==> src/rtl/abm_pkg.sv <==
// Shared types and AXI constants for the burst-splitting AXI4 master.
package abm_pkg;

    typedef enum logic [2:0] {
        S_IDLE  = 3'd0,
        S_ADDR  = 3'd1,
        S_WDATA = 3'd2,
        S_BRESP = 3'd3,
        S_RDATA = 3'd4,
        S_DONE  = 3'd5
    } abm_state_e;

    localparam logic [1:0]  BURST_INCR  = 2'b01;
    localparam logic [1:0]  RESP_OKAY   = 2'b00;
    localparam logic [1:0]  RESP_EXOKAY = 2'b01;
    localparam logic [1:0]  RESP_SLVERR = 2'b10;
    localparam logic [1:0]  RESP_DECERR = 2'b11;
    localparam logic [12:0] PAGE_BYTES  = 13'd4096;
    localparam logic [3:0]  AXI_CACHE   = 4'b0011;

    function automatic logic [1:0] resp_max(input logic [1:0] a, input logic [1:0] b);
        return (a > b) ? a : b;
    endfunction

endpackage

==> src/rtl/abm_burst_len_calc.sv <==
// Combinational burst sizing: min(remaining, MAX_BURST, beats left in the 4 KB page).
module abm_burst_len_calc
    import abm_pkg::*;
#(
    parameter int TOTAL_W   = 16,
    parameter int MAX_BURST = 16,
    parameter int SIZE_LOG2 = 3
) (
    input  logic [11:0]      i_page_off,
    input  logic [TOTAL_W:0] i_remaining,
    output logic [8:0]       o_burst
);

    localparam int              RW      = TOTAL_W + 1;
    localparam logic [RW-1:0]   MAX_REM = RW'(MAX_BURST);
    localparam logic [8:0]      MAX_B9  = 9'(MAX_BURST);

    logic [12:0] w_to_4k;
    logic [8:0]  w_cap;

    // Clip the remaining count to MAX_BURST, then to the page boundary.
    always_comb begin
        w_to_4k = (PAGE_BYTES - {1'b0, i_page_off}) >> SIZE_LOG2;
        if (i_remaining >= MAX_REM) begin
            w_cap = MAX_B9;
        end else begin
            w_cap = i_remaining[8:0];
        end
        if ({4'b0000, w_cap} <= w_to_4k) begin
            o_burst = w_cap;
        end else begin
            o_burst = w_to_4k[8:0];
        end
    end

endmodule

==> src/rtl/axi_burst_split_master.sv <==
// AXI4 master that splits a user read/write command into INCR bursts, one outstanding at a time.
module axi_burst_split_master
    import abm_pkg::*;
#(
    parameter int ADDR_W    = 32,
    parameter int DATA_W    = 64,
    parameter int MAX_BURST = 16,
    parameter int TOTAL_W   = 16
) (
    input  logic                clk,
    input  logic                resetn,
    input  logic                cmd_valid,
    output logic                cmd_ready,
    input  logic                cmd_op,
    input  logic [ADDR_W-1:0]   cmd_addr,
    input  logic [TOTAL_W-1:0]  cmd_beats,
    input  logic                wdata_valid,
    output logic                wdata_ready,
    input  logic [DATA_W-1:0]   wdata_data,
    input  logic [DATA_W/8-1:0] wdata_strb,
    output logic                rdata_valid,
    input  logic                rdata_ready,
    output logic [DATA_W-1:0]   rdata_data,
    output logic                rdata_last,
    output logic                busy,
    output logic                done,
    output logic [1:0]          done_resp,
    output logic [ADDR_W-1:0]   m_axi_awaddr,
    output logic [7:0]          m_axi_awlen,
    output logic [2:0]          m_axi_awsize,
    output logic [1:0]          m_axi_awburst,
    output logic                m_axi_awvalid,
    input  logic                m_axi_awready,
    output logic [2:0]          m_axi_awprot,
    output logic [3:0]          m_axi_awcache,
    output logic                m_axi_awlock,
    output logic [3:0]          m_axi_awqos,
    output logic [3:0]          m_axi_awregion,
    output logic [DATA_W-1:0]   m_axi_wdata,
    output logic [DATA_W/8-1:0] m_axi_wstrb,
    output logic                m_axi_wvalid,
    input  logic                m_axi_wready,
    output logic                m_axi_wlast,
    input  logic [1:0]          m_axi_bresp,
    input  logic                m_axi_bvalid,
    output logic                m_axi_bready,
    output logic [ADDR_W-1:0]   m_axi_araddr,
    output logic [7:0]          m_axi_arlen,
    output logic [2:0]          m_axi_arsize,
    output logic [1:0]          m_axi_arburst,
    output logic                m_axi_arvalid,
    input  logic                m_axi_arready,
    output logic [2:0]          m_axi_arprot,
    output logic [3:0]          m_axi_arcache,
    output logic                m_axi_arlock,
    output logic [3:0]          m_axi_arqos,
    output logic [3:0]          m_axi_arregion,
    input  logic [DATA_W-1:0]   m_axi_rdata,
    input  logic [1:0]          m_axi_rresp,
    input  logic                m_axi_rvalid,
    output logic                m_axi_rready,
    input  logic                m_axi_rlast
);

    localparam int                SIZE_LOG2  = $clog2(DATA_W / 8);
    localparam int                RW         = TOTAL_W + 1;
    localparam logic [ADDR_W-1:0] ALIGN_MASK = {ADDR_W{1'b1}} << SIZE_LOG2;

    abm_state_e        r_state;
    abm_state_e        w_next;
    logic              r_alive;
    logic              r_op;
    logic [ADDR_W-1:0] r_addr;
    logic [RW-1:0]     r_remain;
    logic [7:0]        r_beat;
    logic [1:0]        r_resp;

    logic [8:0] w_burst;
    logic [7:0] w_len;
    logic       w_accept, w_addr_hs, w_w_hs, w_b_hs, w_r_hs;
    logic       w_beat_last, w_last_burst, w_burst_end;

    abm_burst_len_calc #(
        .TOTAL_W  (TOTAL_W),
        .MAX_BURST(MAX_BURST),
        .SIZE_LOG2(SIZE_LOG2)
    ) u_len (
        .i_page_off (r_addr[11:0]),
        .i_remaining(r_remain),
        .o_burst    (w_burst)
    );

    // A 256-beat burst wraps [7:0] to zero, so subtracting in 8 bits still yields 255.
    assign w_len        = w_burst[7:0] - 8'd1;
    assign w_beat_last  = (r_beat == w_len);
    assign w_last_burst = (r_remain == RW'(w_burst));
    assign w_accept     = cmd_valid && cmd_ready;
    assign w_addr_hs    = (r_state == S_ADDR) && (r_op ? m_axi_arready : m_axi_awready);
    assign w_w_hs       = (r_state == S_WDATA) && wdata_valid && m_axi_wready;
    assign w_b_hs       = (r_state == S_BRESP) && m_axi_bvalid;
    assign w_r_hs       = (r_state == S_RDATA) && m_axi_rvalid && rdata_ready;
    assign w_burst_end  = w_b_hs || (w_r_hs && w_beat_last);

    // State register.
    always_ff @(posedge clk or negedge resetn) begin
        if (!resetn) begin
            r_state <= S_IDLE;
        end else begin
            r_state <= w_next;
        end
    end

    // Next-state logic; the internal beat count, not m_axi_rlast, ends a read burst.
    always_comb begin
        w_next = r_state;
        case (r_state)
            S_IDLE:  if (w_accept) w_next = S_ADDR; else w_next = S_IDLE;
            S_ADDR:  if (w_addr_hs) w_next = r_op ? S_RDATA : S_WDATA; else w_next = S_ADDR;
            S_WDATA: if (w_w_hs && w_beat_last) w_next = S_BRESP; else w_next = S_WDATA;
            S_BRESP: if (w_b_hs) w_next = w_last_burst ? S_DONE : S_ADDR; else w_next = S_BRESP;
            S_RDATA: if (w_burst_end) w_next = w_last_burst ? S_DONE : S_ADDR; else w_next = S_RDATA;
            S_DONE:  w_next = S_IDLE;
            default: w_next = S_IDLE;
        endcase
    end

    // Command context, per-burst beat counter and worst-response accumulator.
    always_ff @(posedge clk or negedge resetn) begin
        if (!resetn) begin
            r_alive  <= 1'b0;
            r_op     <= 1'b0;
            r_addr   <= '0;
            r_remain <= '0;
            r_beat   <= 8'd0;
            r_resp   <= RESP_OKAY;
        end else begin
            r_alive <= 1'b1;
            if (w_accept) begin
                r_op     <= cmd_op;
                r_addr   <= cmd_addr & ALIGN_MASK;
                r_remain <= {1'b0, cmd_beats} + RW'(1);
                r_beat   <= 8'd0;
                r_resp   <= RESP_OKAY;
            end else begin
                if (w_w_hs || w_r_hs) begin
                    r_beat <= w_beat_last ? 8'd0 : r_beat + 8'd1;
                end
                if (w_b_hs || w_r_hs) begin
                    r_resp <= resp_max(r_resp, w_b_hs ? m_axi_bresp : m_axi_rresp);
                end
                if (w_burst_end) begin
                    r_addr   <= r_addr + (ADDR_W'(w_burst) << SIZE_LOG2);
                    r_remain <= r_remain - RW'(w_burst);
                end
            end
        end
    end

    assign cmd_ready = r_alive && (r_state == S_IDLE);
    assign busy      = (r_state != S_IDLE);
    assign done      = (r_state == S_DONE);
    assign done_resp = r_resp;

    assign m_axi_awaddr   = r_addr;
    assign m_axi_awlen    = w_len;
    assign m_axi_awsize   = 3'(SIZE_LOG2);
    assign m_axi_awburst  = BURST_INCR;
    assign m_axi_awvalid  = (r_state == S_ADDR) && !r_op;
    assign m_axi_awprot   = 3'b000;
    assign m_axi_awcache  = AXI_CACHE;
    assign m_axi_awlock   = 1'b0;
    assign m_axi_awqos    = 4'b0000;
    assign m_axi_awregion = 4'b0000;

    assign m_axi_araddr   = r_addr;
    assign m_axi_arlen    = w_len;
    assign m_axi_arsize   = 3'(SIZE_LOG2);
    assign m_axi_arburst  = BURST_INCR;
    assign m_axi_arvalid  = (r_state == S_ADDR) && r_op;
    assign m_axi_arprot   = 3'b000;
    assign m_axi_arcache  = AXI_CACHE;
    assign m_axi_arlock   = 1'b0;
    assign m_axi_arqos    = 4'b0000;
    assign m_axi_arregion = 4'b0000;

    assign m_axi_wdata  = wdata_data;
    assign m_axi_wstrb  = wdata_strb;
    assign m_axi_wvalid = (r_state == S_WDATA) && wdata_valid;
    assign wdata_ready  = (r_state == S_WDATA) && m_axi_wready;
    assign m_axi_wlast  = (r_state == S_WDATA) && w_beat_last;
    assign m_axi_bready = (r_state == S_BRESP);

    assign m_axi_rready = (r_state == S_RDATA) && rdata_ready;
    assign rdata_valid  = (r_state == S_RDATA) && m_axi_rvalid;
    assign rdata_data   = m_axi_rdata;
    assign rdata_last   = (r_state == S_RDATA) && m_axi_rlast && w_last_burst;

endmodule

==> config.mk <==
export PLATFORM = sky130hd
export DESIGN_NAME = axi_burst_split_master
export DESIGN_NICKNAME = d
export VERILOG_FILES = /design/src/rtl/abm_pkg.sv /design/src/rtl/abm_burst_len_calc.sv /design/src/rtl/axi_burst_split_master.sv
export SDC_FILE = /design/constraint.sdc
export NUM_CORES = 1
export LEC_CHECK = 0
export BUFFER_PORTS_ARGS = -buffer_cell sky130_fd_sc_hd__buf_2
export CORE_AREA = 2 2 186 188
export DETAILED_ROUTE_END_ITERATION = 10
export DIE_AREA = 0 0 188 190
export HOLD_SLACK_MARGIN = 0.05
export SETUP_SLACK_MARGIN = 0.4
export SYNTH_ARGS = -nofsm -noshare
export SYNTH_HDL_FRONTEND = slang
export SYNTH_HIERARCHICAL = 1
export SYNTH_SLANG_ARGS = --single-unit
export TNS_END_PERCENT = 20
==> constraint.sdc <==
create_clock -name clk -period 10.76 [get_ports clk]
set_input_delay 1.614 -clock clk [delete_from_list [all_inputs] [get_ports clk]]
set_output_delay 1.614 -clock clk [all_outputs]
set_load 0.05 [all_outputs]
### Word level (Yosys, flattened, before mapping)

Cells that the tools add are included.

* add/sub/neg operators: 6
* $lt $le $gt $ge: 3
* eq/ne operators: 8
* multiplexer cells: 22
* reduce and logical (&&, ||, !) cells: 27

Operators with widths (count)
* $mux 32: 2
* $mux 17: 2
* $add 32x12->32: 1
* $mux 8: 3
* $mux 9: 2
* $add 16x1->17 const B: 1
* $eq 17x9->1: 1
* $ge 17x5->1 const B: 1
* $logic_and 1x1->1: 17
* $sub 17x9->17: 1
* $mux 3: 5
* $pmux 3 s5: 1
* $sub 13x12->13 const A: 1
* $le 9x10->1: 1
* $add 8x1->8 const B: 1
* $eq 8x8->1: 1
* $mux 2: 4
* $sub 8x1->8 const B: 1
* $eq 3x2->1 const B: 2
* $eq 3x3->1 const B: 2
* $reduce_bool 2->1: 3
* $eq 3x1->1 const B: 1
* $logic_not 3->1: 1
* $logic_or 1x1->1: 3
* other kinds (6): 8

* register bits: 64
* input port bits: 200
* logic and storage cells: 73

### Longest topological paths before layout

* depth in word-level cells: 10
* gate-level depth with buffers: 24
* depth with buffers taken out: 21

### Modules after synthesis

The synthesis kept the hierarchy.

By module, submodules not included
* axi_burst_split_master: times used 1, cells each 793, area an instance 6329.8 µm², sequential area each 1526.5 µm²
* abm_burst_len_calc: times used 1, cells each 69, area an instance 508.0 µm², sequential area each 0.0 µm²

### Worst setup path before layout

Ideal clock, no wire load.

* kind: register to output
* from: register r_addr[3], in the netlist m_axi_araddr[3]
* to: output m_axi_wlast
* arrival time: 5.801 ns
* required time: 9.146 ns
* slack: 3.345 ns
* cell stages (with the launch flop): 19
* path through: dfrtp_1 > or4_4 > or4_1 > nor2_1 > xor2_1 > ha_1 > and4_1 > and4_1 > a32oi_1 > and3_1 > buf_6 > mux2i_1 > inv_1 > ha_1 > xor3_1 > nor3_1 > o2111ai_1 > or2_2 > nor2_1

* longest elaborated chain between the ends: 6

Ends and longest elaborated chain
* start, declared: line axi_burst_split_master.sv:73 `logic [ADDR_W-1:0] r_addr;`
* start signal, assigned: line axi_burst_split_master.sv:140 `r_addr <= cmd_addr & ALIGN_MASK;`
* start signal, assigned: line axi_burst_split_master.sv:152 `r_addr <= r_addr + (ADDR_W'(w_burst) << SIZE_LOG2);`
* $sub 13x12->13 (*): line abm_burst_len_calc.sv:23 `w_to_4k = (PAGE_BYTES - {1'b0, i_page_off}) >> SIZE_LOG2;`
* $le 9x10->1: line abm_burst_len_calc.sv:29 `if ({4'b0000, w_cap} <= w_to_4k) begin`
* $mux 9 (*): line abm_burst_len_calc.sv:29
* via w_burst[1]: line axi_burst_split_master.sv:78 `logic [8:0] w_burst;`
* $sub 8x1->8 (*): line axi_burst_split_master.sv:94 `assign w_len = w_burst[7:0] - 8'd1;`
* $eq 8x8->1 (*): line axi_burst_split_master.sv:95 `assign w_beat_last = (r_beat == w_len);`
* $logic_and 1x1->1 (*): line axi_burst_split_master.sv:190 `assign m_axi_wlast = (r_state == S_WDATA) && w_beat_last;`
* end, declared: line axi_burst_split_master.sv:43 `output logic m_axi_wlast,`

The timed path passes the listed nets; every way through them passes the cells marked *.

### Final worst setup path

* from: register r_remain[5]
* to: output m_axi_wlast

* longest elaborated chain between the ends: 7

Ends and longest elaborated chain
* start, declared: line axi_burst_split_master.sv:74 `logic [RW-1:0] r_remain;`
* start signal, assigned: line axi_burst_split_master.sv:141 `r_remain <= {1'b0, cmd_beats} + RW'(1);`
* start signal, assigned: line axi_burst_split_master.sv:153 `r_remain <= r_remain - RW'(w_burst);`
* $ge 17x5->1: line abm_burst_len_calc.sv:24 `if (i_remaining >= MAX_REM) begin`
* $mux 9 (*): line abm_burst_len_calc.sv:24
* $le 9x10->1: line abm_burst_len_calc.sv:29
* $mux 9 (*): line abm_burst_len_calc.sv:29
* via w_burst[1]: line axi_burst_split_master.sv:78
* $sub 8x1->8 (*): line axi_burst_split_master.sv:94
* $eq 8x8->1 (*): line axi_burst_split_master.sv:95
* $logic_and 1x1->1 (*): line axi_burst_split_master.sv:190

Marked as above.

==> flow_metrics.env <==
export IMPL_leakagePower_nw=3.13
export IMPL_hold_viol_final=0
export IMPL_slew_viol_final=0
export IMPL_rsz0062_at_grt="false"
export IMPL_crit_path_end_kind="output pin"
export IMPL_grt_use_met2_pct=19.5
export IMPL_synth_seq_cells=61
export IMPL_cts_sinks=61
export IMPL_place_inst=1282
export IMPL_synth_compound_area_share_pct=13.2
export IMPL_regToRegEndpoint="m_axi_araddr[26]"
export IMPL_fin_crit_sh_pct=77.0
export IMPL_yosys_warnings=6
export IMPL_crit_fanout=9
export IMPL_gp_congestion=0.820
export IMPL_num_fill_cells=3814
export IMPL_via_count=5498
export IMPL_root_buffer="clkbuf_16"
export IMPL_drive_gt1_share_pct=22.2
export IMPL_grt_max_degree=73
export IMPL_hp_class="flop to flop"
export IMPL_antenna_found_initial=7
export IMPL_drv_cap=0
export IMPL_hold_start="done_resp[1]"
export IMPL_cp_start_kind="flop"
export IMPL_peakVddDrop_mv=0.306
export IMPL_hold_depth=2
export IMPL_netlist_area_leader_share_pct=24.5
export IMPL_synth_xor_area_share_pct=8.44
export IMPL_r2r_start="r_remain[5]"
export IMPL_die_width_um=188
export IMPL_ios=472
export IMPL_grt_pass1_vias=5096
export IMPL_cp_num_buf_inv=3
export IMPL_multi_input_area_sq_um=3620
export IMPL_synthSimpleGateAreaFrac_pct=20.1
export IMPL_grt_remaining_overflow=0
export IMPL_use_met3_pct=4.54
export IMPL_h_tree_depth=3
export IMPL_path_cells="or4_1, nor4_1, nand2_1, inv_1, ha_1, and4_1, and4_1, a32oi_1, and3_1, mux2i_1, inv_1, ha_1, xor3_1, nor3_1, o2111ai_1, or2_2, nor2_1, buf_2"
export IMPL_vias_per_cell=4.22
export IMPL_grt_pass1_wl_um=32200
export IMPL_setup_violations_final=0
export IMPL_tightest_slew_ns=1.08
export IMPL_cp_top_family="simple AND/OR/NAND/NOR gates"
export IMPL_async_flop_share_pct=100
export IMPL_synth_seq_area_share_pct=22.3
export IMPL_synthToLayoutAreaGrowth_pct=1.94
export IMPL_ctsResizeCount=0
export IMPL_synth_area_sq_um=6840
export IMPL_crit_path_max_incr_delay_ns=0.89
export IMPL_cts_tree="built"
export IMPL_yosysMostFrequentCell="buf_4"
export IMPL_critPathSlowestCell="nor4_1"
export IMPL_port_buffers=148
export IMPL_synth_main_ff_cell="dfrtp_1"
export IMPL_grt_util_met1_pct=13.9
export IMPL_design_area_sq_um=6970
export IMPL_post_cts_buffers=0
export IMPL_layout_area_seq_sq_um=1530
export IMPL_clk_latency_ns=0.34
export IMPL_fmax_ghz=0.121
export IMPL_slew_limit_headroom_pct=27.4
export IMPL_initial_core_util_pct=20.1
export IMPL_rows=68
export IMPL_min_to="done_resp[1]"
export IMPL_synth_edff_count=0
export IMPL_cts_made_buffers=9
export IMPL_ys_types=60
export IMPL_drt_iter0_drc=274
export IMPL_cts_hold_buf=0
export IMPL_powerDensity_nw_per_um2=404
export IMPL_status="completed"
export IMPL_synth_fa_ha_area_share_pct=6.44
export IMPL_wl_per_cell_um=16.9
export IMPL_grt_use_total_pct=12.0
export IMPL_finalNetCount=1072
export IMPL_dp_hpwl_um=17400
export IMPL_clk_pin_slew_ns=0.06
export IMPL_clk_path_buf_depth=2
export IMPL_worstPathRequired_ns=9.15
export IMPL_die_area_sq_um=35700
export IMPL_syn_avg_cell_area_sq_um=7.93
export IMPL_top_usage_layer="met2"
export IMPL_synthMuxAreaShare_pct=1.50
export IMPL_drc_errors=0
export IMPL_synth_top_family_by_area="buffers and inverters"
export IMPL_die_h_um=190
export IMPL_rrSetupSlack_ns=3.68
export IMPL_placed_cell_area_sq_um=6630
export IMPL_fin_cells=1302
export IMPL_ant_nets=0
export IMPL_finalSetupTns_ns=0
export IMPL_yosys_area_top_type="buf_4"
export IMPL_core_region_area_sq_um=33900
export IMPL_clock_skew_ns=0.0104
export IMPL_syn_inst=862
export IMPL_synth_commonest_cells="buf_4, nand2_1, nor2_1"
export IMPL_synthTopCellsByArea="buf_4, dfrtp_1, ha_1"
export IMPL_cp_arrival_ns=6.67
export IMPL_period_needed_ns=8.28
export IMPL_ff2ff_path_depth=20
export IMPL_worstSetupPathType="flop to output pin"
export IMPL_first_pass_iters=4
export IMPL_routed_wl_um=22000
-- stage by stage --
stage | setup slack, ns | power, mW | hold slack, ns | util (%)
2_1_floorplan | 3.35 | 2.31 | 0.491 | -
3_3_place_gp | 2.96 | 2.45 | 0.538 | 19.5
3_5_place_dp | 2.91 | 2.49 | 0.543 | 19.5
4_1_cts | 2.45 | 2.83 | 0.556 | 20.5
5_1_grt | 1.97 | 3.01 | 0.582 | 20.5
6_report | 2.48 | 2.81 | 0.549 | 20.5
-- layout make-up --
cell class | count | share of cell area (%)
well taps | 455 | 8.17
flip-flops and latches | 61 | 21.9
repair buffers | 155 | 11.4
clock buffers | 12 | 3.68
clock inverters | 4 | 1.01
multi-input cells | 579 | 52.0
diodes | 4 | 0.144
inverters | 32 | 1.72
-- per-layer routing --
| layer | wire (um) | vias up |
|---|---|---|
| li1 | - | 2638 |
| met1 | 8840 | 2557 |
| met2 | 10200 | 233 |
| met3 | 2070 | 64 |
| met4 | 824 | 6 |
| met5 | 34 | - |
-- logic make-up (layout without fill, tap and decap cells) --
family | Yosys count | count (layout)
adders and majority gates | 34 | 34
AOI/OAI and AO/OA | 142 | 142
xor gates and xnor gates | 61 | 61
buffers and inverters | 278 | 203
and+or+nand+nor | 273 | 273
other | 3 | 63
muxes | 10 | 10
DFF | 61 | 61
-- how the worst max path moves through the flow --
| stage | cells after the start | startpoint | slack (ns) | endpoint |
|---|---|---|---|---|
| 5_1_grt | 18 | r_remain[5] | 1.97 | m_axi_wlast |
| 6_report | 18 | r_remain[5] | 2.48 | m_axi_wlast |
| 3_5_place_dp | 18 | r_remain[5] | 2.91 | m_axi_wlast |
| 4_1_cts | 18 | r_remain[5] | 2.45 | m_axi_wlast |
| 2_1_floorplan | 18 | m_axi_araddr[3] | 3.35 | m_axi_wlast |
| 3_3_place_gp | 18 | r_remain[5] | 2.96 | m_axi_wlast |
-- state kept, by name, indices dropped and copies added (netlist names) --
signal and cells:
r_beat 8, r_remain 17, r_op 1, m_axi_araddr 29
r_alive 1, done_resp 2, r_state 3
-- tightest hold or removal path: stages (launching register included) --
cell	delay, ns
dfrtp_1	0.39
nand2_1	0.06
a21oi_1	0.05
-- power breakdown --
group          total (mW)  switching [mW]  internal (mW)
clock network       0.330           0.115          0.215
logic                2.01            1.43          0.582
registers           0.474           0.147          0.327
total                2.81            1.69           1.12
-- cell usage in the layout, fill, tap and decap left out, types with 9 or more instances in the layout --
cell and count:
nand3_1 16, nor3_1 18, nand4_1 10, ha_1 32
conb_1 59, or3_1 11, a21oi_1 21, xnor2_1 37
o21ai_0 43, clkbuf_16 9, inv_1 32, nand2_1 78
o2111ai_1 16, a31oi_1 28, buf_2 148, xor2_1 21
and3_1 19, nand2b_1 9, nor2_1 66, dfrtp_1 61
Power figures use the tool's default switching activity.
